<file path="config.mk">
export PLATFORM = sky130hd
export DESIGN_NAME = seq_mac
export DESIGN_NICKNAME = d
export VERILOG_FILES = /design/src/rtl/seq_mac_pkg.sv /design/src/rtl/seq_mac_booth.sv /design/src/rtl/seq_mac.sv
export SDC_FILE = /design/constraint.sdc
export NUM_CORES = 1
export LEC_CHECK = 0
export CORE_ASPECT_RATIO = 2
export CORE_MARGIN = 2
export CORE_UTILIZATION = 35
export CTS_CLUSTER_SIZE = 16
export DETAILED_ROUTE_END_ITERATION = 8
export GPL_TIMING_DRIVEN = 0
export PLACE_DENSITY = 0.5
export SETUP_SLACK_MARGIN = 0.1
export SLEW_MARGIN = 20
export SYNTH_ARGS = -nofsm -noshare
export SYNTH_HDL_FRONTEND = slang
export SYNTH_SLANG_ARGS = --single-unit
</file>
<file path="constraint.sdc">
create_clock -name clk -period 10.9 [get_ports clk]
set_input_delay 3.27 -clock clk [delete_from_list [all_inputs] [get_ports clk]]
set_output_delay 3.27 -clock clk [all_outputs]
set_load 0.05 [all_outputs]
</file>
<file path="src/rtl/seq_mac_pkg.sv">
// seq_mac_pkg: shared types for the sequential radix-4 Booth multiply-accumulate.
//   mode_e        operand signedness selection
//   state_e       control FSM states
//   booth_digit_e recoded radix-4 Booth digit (-2..+2)
package seq_mac_pkg;

    localparam int unsigned BOOTH_BITS = 3;

    typedef enum logic [1:0] {
        MODE_UU = 2'b00,
        MODE_SU = 2'b01,
        MODE_SS = 2'b10
    } mode_e;

    typedef enum logic [1:0] {
        IDLE = 2'b00,
        BUSY = 2'b01,
        DONE = 2'b10
    } state_e;

    typedef enum logic [2:0] {
        DIG_ZERO = 3'd0,
        DIG_POS1 = 3'd1,
        DIG_POS2 = 3'd2,
        DIG_NEG1 = 3'd3,
        DIG_NEG2 = 3'd4
    } booth_digit_e;

    // Multiplicand is signed for every mode except unsigned x unsigned.
    function automatic logic mode_a_signed(input logic [1:0] mode);
        return (mode != MODE_UU);
    endfunction

    // Multiplier is signed for signed x signed and for the reserved code 11.
    function automatic logic mode_b_signed(input logic [1:0] mode);
        return mode[1];
    endfunction

endpackage

</file>
<file path="src/rtl/seq_mac_booth.sv">
// booth_r4_enc: combinational radix-4 Booth recoder.
//   bits_i  [2:0] {b[2i+1], b[2i], b[2i-1]} multiplier window
//   digit_c       recoded digit selecting 0, +-a or +-2a
module booth_r4_enc
    import seq_mac_pkg::*;
(
    input  logic [BOOTH_BITS-1:0] bits_i,
    output booth_digit_e          digit_c
);

    // Standard radix-4 table: value = -2*b2 + b1 + b0.
    always_comb begin
        digit_c = DIG_ZERO;
        case (bits_i)
            3'b001, 3'b010: digit_c = DIG_POS1;
            3'b011:         digit_c = DIG_POS2;
            3'b100:         digit_c = DIG_NEG2;
            3'b101, 3'b110: digit_c = DIG_NEG1;
            default:        digit_c = DIG_ZERO;
        endcase
    end

endmodule

</file>
<file path="src/rtl/seq_mac.sv">
// seq_mac: sequential radix-4 Booth multiplier with optional accumulator.
// Retires one Booth digit per BUSY cycle; one extra BUSY cycle folds in the
// accumulator, so out_valid rises STEPS+1 cycles after acceptance.
// Optional feature: define SEQ_MAC_ACC_EN to build the accumulator.
// Ports:
//   clk, rst            clock, synchronous active-high reset
//   in_valid/in_ready   operand handshake (ready only in IDLE)
//   a_i, b_i, mode_i    operands and signedness mode
//   acc_i, acc_clr      accumulate request / accumulator clear
//   result_o            product or accumulated sum, held outside DONE
//   out_valid/out_ready result handshake (valid only in DONE)
//   busy                high while iterating
module seq_mac
    import seq_mac_pkg::*;
#(
    parameter int unsigned WIDTH = 16
) (
    input  logic               clk,
    input  logic               rst,
    input  logic               in_valid,
    output logic               in_ready,
    input  logic [WIDTH-1:0]   a_i,
    input  logic [WIDTH-1:0]   b_i,
    input  logic [1:0]         mode_i,
    input  logic               acc_i,
    input  logic               acc_clr,
    output logic [2*WIDTH-1:0] result_o,
    output logic               out_valid,
    input  logic               out_ready,
    output logic               busy
);

    localparam int unsigned STEPS = WIDTH / 2 + 1;
    localparam int unsigned PW    = 2 * WIDTH;
    localparam int unsigned EW    = WIDTH + 2;
    localparam int unsigned CW    = $clog2(STEPS + 1);

    state_e        state_q, state_d;
    logic [CW-1:0] cnt_q;
    logic [PW-1:0] mcand_q;
    logic [PW-1:0] prod_q;
    logic [PW-1:0] term_c;
    logic [EW-1:0] mplier_q;
    logic          prev_q;
    booth_digit_e  digit_c;
    logic          accept_c;
    logic          last_c;
    logic          finish_c;
    logic          a_sign_c;
    logic          b_sign_c;

    assign accept_c = in_valid && in_ready;
    assign last_c   = (cnt_q == CW'(STEPS));
    assign finish_c = (state_q == BUSY) && last_c;
    assign a_sign_c = mode_a_signed(mode_i) & a_i[WIDTH-1];
    assign b_sign_c = mode_b_signed(mode_i) & b_i[WIDTH-1];

    // Next-state logic.
    always_comb begin
        state_d = state_q;
        case (state_q)
            IDLE:    if (accept_c)  state_d = BUSY;
            BUSY:    if (last_c)    state_d = DONE;
            DONE:    if (out_ready) state_d = IDLE;
            default:                state_d = IDLE;
        endcase
    end

    // State register with handshake flags registered from the next state.
    always_ff @(posedge clk) begin
        if (rst) begin
            state_q   <= IDLE;
            in_ready  <= 1'b1;
            out_valid <= 1'b0;
            busy      <= 1'b0;
        end else begin
            state_q   <= state_d;
            in_ready  <= (state_d == IDLE);
            out_valid <= (state_d == DONE);
            busy      <= (state_d == BUSY);
        end
    end

    booth_r4_enc u_enc (
        .bits_i  ({mplier_q[1:0], prev_q}),
        .digit_c (digit_c)
    );

    // Partial product for the current digit; all arithmetic is mod 2^PW.
    always_comb begin
        term_c = '0;
        case (digit_c)
            DIG_POS1: term_c = mcand_q;
            DIG_POS2: term_c = mcand_q << 1;
            DIG_NEG1: term_c = '0 - mcand_q;
            DIG_NEG2: term_c = '0 - (mcand_q << 1);
            default:  term_c = '0;
        endcase
    end

    // Iteration datapath: multiplicand walks left, multiplier walks right.
    always_ff @(posedge clk) begin
        if (rst) begin
            cnt_q    <= '0;
            mcand_q  <= '0;
            mplier_q <= '0;
            prev_q   <= 1'b0;
            prod_q   <= '0;
        end else if (accept_c) begin
            cnt_q    <= '0;
            mcand_q  <= {{(PW - WIDTH){a_sign_c}}, a_i};
            mplier_q <= {{2{b_sign_c}}, b_i};
            prev_q   <= 1'b0;
            prod_q   <= '0;
        end else if ((state_q == BUSY) && !last_c) begin
            cnt_q    <= cnt_q + CW'(1);
            mcand_q  <= mcand_q << 2;
            mplier_q <= mplier_q >> 2;
            prev_q   <= mplier_q[1];
            prod_q   <= prod_q + term_c;
        end
    end

`ifdef SEQ_MAC_ACC_EN
    logic [PW-1:0] acc_q;
    logic [PW-1:0] sum_c;
    logic          acc_l_q;

    assign sum_c = acc_l_q ? (acc_q + prod_q) : prod_q;

    // Result and accumulator; a clear wins over a same-cycle update.
    always_ff @(posedge clk) begin
        if (rst) begin
            acc_q    <= '0;
            acc_l_q  <= 1'b0;
            result_o <= '0;
        end else begin
            if (accept_c) acc_l_q <= acc_i;
            if (finish_c) result_o <= sum_c;
            if (acc_clr) begin
                acc_q <= '0;
            end else if (finish_c && acc_l_q) begin
                acc_q <= sum_c;
            end
        end
    end
`else
    logic unused_acc;
    assign unused_acc = acc_i ^ acc_clr;

    // Result register: plain product.
    always_ff @(posedge clk) begin
        if (rst) begin
            result_o <= '0;
        end else if (finish_c) begin
            result_o <= prod_q;
        end
    end
`endif

endmodule

</file>
### After elaboration in Yosys (flattened, before gate mapping)

Index checks and enable logic that the tools add are counted.

| cells by class | value |
|---|---|
| add/subtract/negate cells | 4 |
| reductions and logical operators | 11 |
| bitwise gates (word level) | 2 |
| multiplexer cells | 10 |
| equal/unequal tests | 15 |

Operator list:

| operator | count |
|---|---|
| 32-bit one-hot mux with 4 select lines | 1 |
| 32-bit 2-to-1 mux | 2 |
| 1-bit by 32-bit subtractor with 32-bit output, first input constant | 2 |
| 18-bit 2-to-1 mux | 2 |
| 32-bit adder | 1 |
| 3-bit by 2-bit equality test with 1-bit output, second input constant | 4 |
| 3-bit equality test, second input constant | 4 |
| 3-bit one-hot mux with 4 select lines | 1 |
| 3-bit by 1-bit equality test with 1-bit output, second input constant | 2 |
| 2-bit 2-to-1 mux | 3 |
| 2-bit one-hot mux with 3 select lines | 1 |
| 2-bit OR reduction | 3 |
| 4-bit by 1-bit adder with 4-bit output, second input constant | 1 |
| 2-bit by 1-bit equality test with 1-bit output, second input constant | 2 |
| 2-bit equality test, second input constant | 2 |
| 4-bit equality test, second input constant | 1 |
| 2-bit zero test | 2 |
| 2-bit nonzero test | 2 |
| 1-bit logical AND | 3 |
| 1-bit AND | 2 |
| 1-bit zero test | 1 |

| word-level totals | value |
|---|---|
| output and inout bits | 35 |
| register bits | 124 |

### Logic depth before layout (Yosys ltp)

| logic depth | value |
|---|---|
| word-level depth | 6 |
| depth in mapped cells | 19 |
| gate-level depth less buffers | 19 |

### Modules after synthesis

Synthesis repeated with hierarchy kept, for this count alone.

| unflattened totals | value |
|---|---|
| cell total of the unflattened synthesis | 1083 |
| area, all modules | 7822.5 um^2 |

By module, submodules not included:

| module | sequential area each (um^2) | instances | cells an instance | area each (um^2) |
|---|---|---|---|---|
| seq_mac | 2462.4 | 1 | 1079 | 7788.7 |
| booth_r4_enc | 0.0 | 1 | 4 | 33.8 |

### Worst setup path after synthesis

Ideal clock, no wire load.

| timing path | value |
|---|---|
| path type | in2reg |
| from | input in_valid |
| to | register mcand_q[27] |
| required time | 10822 ps |
| library setup time | 78 ps |
| stages on the path | 7 |
| arrival | 4516 ps |
| path slack | 6306 ps |
| buffers on the path | 2 |
| path through | nand2_1 clkbuf_1 nand2_1 o21ai_1 clkbuf_1 a21oi_1 nor3_1 |

| between the ends | value |
|---|---|
| longest elaborated chain between the ends | 2 |
| elaborated cells on any way between the ends | 3 |

Ends and longest elaborated chain:

| item | line | source |
|---|---|---|
| start: declaration | seq_mac.sv:20 | `input logic in_valid,` |
| 1-bit logical AND * | seq_mac.sv:52 | `assign accept_c = in_valid && in_ready;` |
| 32-bit 2-to-1 mux or 2-bit nonzero test (tied branches) | - |  |
| end signal: assignment | seq_mac.sv:111 | `mcand_q <= {{(PW - WIDTH){a_sign_c}}, a_i};` |
| end signal: assignment | seq_mac.sv:117 | `mcand_q <= mcand_q << 2;` |
| end: declaration | seq_mac.sv:40 | `logic [PW-1:0] mcand_q;` |

Every way passes the cells marked *; elsewhere a longest branch is shown, timed or not.
A chain may end at the register's enable or synchronous reset.

### Worst setup path after layout

| timing path | value |
|---|---|
| from | register prev_q |
| to | register prod_q[31] |

| between the ends | value |
|---|---|
| longest elaborated chain between the ends | 6 |
| elaborated cells on any way between the ends | 15 |

Ends and longest elaborated chain:

| item | line | source |
|---|---|---|
| start: declaration | seq_mac.sv:44 | `logic prev_q;` |
| start signal: assignment | seq_mac.sv:119 | `prev_q <= mplier_q[1];` |
| 3-bit equality test, or another cell as far along | seq_mac_booth.sv:14 | `case (bits_i)` |
| 2-bit OR reduction | seq_mac_booth.sv:14 |  |
| 3-bit one-hot mux with 4 select lines * | seq_mac_booth.sv:14 |  |
| 3-bit equality test, or another cell as far along | seq_mac.sv:92 | `case (digit_c)` |
| 32-bit one-hot mux with 4 select lines * | seq_mac.sv:92 |  |
| 32-bit adder * | seq_mac.sv:120 | `prod_q <= prod_q + term_c;` |
| end signal: assignment | seq_mac.sv:120 |  |
| end: declaration | seq_mac.sv:41 | `logic [PW-1:0] prod_q;` |

Marks and branches as above.

==> results.cfg <==
[floorplanning]
die_w_um = 111
die_h_um = 218
initial_utilization_pct = 35.5
ios = 75
std_cell_rows = 78
core_um2 = 22500
dieArea_um2 = 24200

[clocking]
clock_latency_ns = 0.45
clk_path_buf_depth = 2
post_cts_buffers = 0
cts_hold_buf = 0
cts_tree = yes
ctsRootBufferMaster = clkbuf_16
clk_pin_slew_ns = 0.06
cts.sinks = 123
htreeDepth = 4
cts_buffers = 17
ctsResizeCount = 0

[logic_synthesis]
ys_seq_elements = 123
synthFlopType = dfxtp_1
synth.avg_cell_area_um2 = 7.34
syn_inst = 1090
yosys_warnings = 0
synth_area_um2 = 8000
syn_nets = 1165
ys_types = 62
synth_edf_count = 0
yosysSeqAreaShare_pct = 30.8
synthArstFlopShare_pct = 0

[worst_setup_path]
cp_slowest_cell = buf_1
crit_chain = clkbuf_1 > buf_1 > nand2_1 > a21oi_1 > a21oi_1 > o21ai_0 > o21ai_0 > ha_1 > and4_1 > or3b_1 > a31o_2 > a21oi_1 > o21bai_1 > o21ai_0 > a31oi_1 > mux2i_1 > mux2i_1
end_kind = flop
arrival_ns = 5.90
worstPathRequired_ns = 11.27
crit_path_start_kind = flop
crit_buf_inv = 2
crit_family = compound AO/OA/AOI/OAI gates
path_class = reg -> reg
reg2reg_depth = 17
crit_cells = 17
crit_start = prev_q
critical-path-max-stage-delay_ns = 0.71
crit_fanout = 10
rr_startpoint = prev_q

[global_routing]
grt_max_degree = 17
grt_pass1_vias = 8254
grtUsageTotal_pct = 24.0
grt.overflow.total = 0
grt_pass1_wl_um = 44900
grt_antenna_before_repair = 0

[route]
antenna_left = 0
dr.pass1.iters = 5
first_iter_violations = 328
routed-via-count = 8113
avgViaCountPerCell = 5.51
drc_errors = 0
drt_wl_total_um = 28700
wl_per_cell_um = 19.5

[worst_hold_path]
hold_class = reg -> reg
hold_depth = 2
hp-start = result_o[17]

[finish]
drive_gt1_share_pct = 4.86
n_antenna_cell = 0
fill_cells = 2365
final_area_um2 = 9720
nets = 1255
area_growth_pct = 21.5

[power_and_ir_drop]
peakVddDrop_uv = 87.1
power_density_nw_per_um2 = 155
p_leak_nw = 3.53

[timing]
setup_viol = 0
period_minus_slack_ns = 5.52
worst_pin_slew_ns = 0.973
finalHoldViolCount = 0
max_freq_mhz = 181
skew_ns = 0.00789
period_share_pct = 50.7
hold_ws_ns = 0.453
finalSetupTns_ns = 0
rsz0062_at_grt = false
drv_slew = 0
slew_headroom_pct = 35.2

[placed_design]
numPortBuffers = 71
dpl_cell_area_um2 = 9060
gp_congestion = 0.922
post-dp-hpwl_um = 23000

[flow_run]
max_cap_viol_count = 0

[status]
outcome = completed
## where the power goes
part           leakage [nW]  internal [mW]  switching (mW)
clock                 0.309          0.412           0.230
sequential             1.00          0.475          0.0179
combinational          2.21          0.134           0.239
total                  3.53           1.02           0.487
## final timing paths
path | slack, ns | end
worst min-delay path | 0.45 | result_o[17]
worst min register to register | 0.45 | result_o[17]
worst max-delay path | 5.38 | prod_q[31]
worst max register to register | 5.38 | prod_q[31]
## placed cells by master (no fill, tap or decap), types with 13 or more instances in the layout
| master | count |
|---|---|
| nand2_1 | 223 |
| dfxtp_1 | 123 |
| a21oi_1 | 118 |
| nor2_1 | 84 |
| clkbuf_1 | 78 |
| clkdlybuf4s50_1 | 71 |
| xnor2_1 | 39 |
| nor3_1 | 34 |
| ha_1 | 34 |
| nand2b_1 | 32 |
| o21ai_0 | 31 |
| a311oi_1 | 30 |
| nand3_1 | 26 |
| xor2_1 | 23 |
| a31oi_1 | 19 |
| a221oi_1 | 17 |
| clkbuf_16 | 17 |
| a21o_1 | 16 |
| inv_1 | 15 |
| a211oi_1 | 13 |
## sequential cells by signal (all words and copies together) (netlist names)
name / cells
out_valid: 1
cnt_q: 4
result_o: 32
mcand_q: 32
prod_q: 32
prev_q: 1
mplier_q: 17
busy: 1
state_q: 2
in_ready: 1
## metal layers
metal,routed length [um],global-route usage [%],up-vias
met4,1560,14.8,0
met2,16000,48.5,184
li1,-,-,4049
met3,651,2.67,74
met1,10400,22.5,3806
met5,0,0,-
## synth_stat cells, types with 10 or more instances
cell | number | area share (%)
nand4_1 | 10 | 0.78
nand2b_1 | 32 | 2.5
nor2_1 | 84 | 3.9
nand3_1 | 26 | 1.6
a31oi_1 | 19 | 1.5
a21oi_1 | 118 | 7.4
a211oi_1 | 13 | 1.2
dfxtp_1 | 123 | 31
xor2_1 | 23 | 2.5
nand2_1 | 223 | 10
a221oi_1 | 17 | 1.9
o21ai_0 | 31 | 1.9
a311oi_1 | 30 | 3.3
xnor2_1 | 39 | 4.3
clkbuf_1 | 78 | 3.7
ha_1 | 34 | 5.3
inv_1 | 15 | 0.70
a21o_1 | 16 | 1.5
nor3_1 | 34 | 2.1
## final cells by class
type                       count  area [um^2]  area share, %
tap                          280          350           3.61
clock buffer                  18          439           4.52
multi-input combinational    860         5120           52.7
buffer                        92          364           3.75
inverter                      15         56.3          0.579
sequential                   123         2460           25.3
timing repair buffer          71          711           7.31
clock inverter                14          216           2.23
## per-stage QoR
stage / power (mW) / utilization, % / setup WS [ns] / cells
floorplan: 0.760 / - / 6.31 / 1090
global placement: 0.872 / 40.2 / 4.96 / 1441
detailed placement: 0.874 / 40.2 / 5.00 / 1441
CTS: 1.52 / 43.1 / 5.47 / 1473
global route: 1.58 / 43.1 / 5.25 / 1473
finish: 1.51 / 43.1 / 5.38 / 1473
## cells by family (layout without fill, tap and decap cells)
family | Yosys count | count (layout) | synth area share (%)
simple gates | 462 | 462 | 26.9
mux | 13 | 13 | 1.69
compound gates | 288 | 288 | 23.0
buf+inv | 107 | 210 | 5.25
flops | 123 | 123 | 30.8
xor+xnor | 62 | 62 | 6.79
fa+ha+maj | 35 | 35 | 5.57
## worst reg2reg max path: stages, from the launching register on
cell and delay (ns):
dfxtp_1 0.31, clkbuf_1 0.54, buf_1 0.71, nand2_1 0.48, a21oi_1 0.24, a21oi_1 0.05, o21ai_0 0.10, o21ai_0 0.15
ha_1 0.41, and4_1 0.24, or3b_1 0.37, a31o_2 0.24, a21oi_1 0.44, o21bai_1 0.24, o21ai_0 0.32, a31oi_1 0.15
mux2i_1 0.24, mux2i_1 0.21
Power figures use the tool's default switching activity.
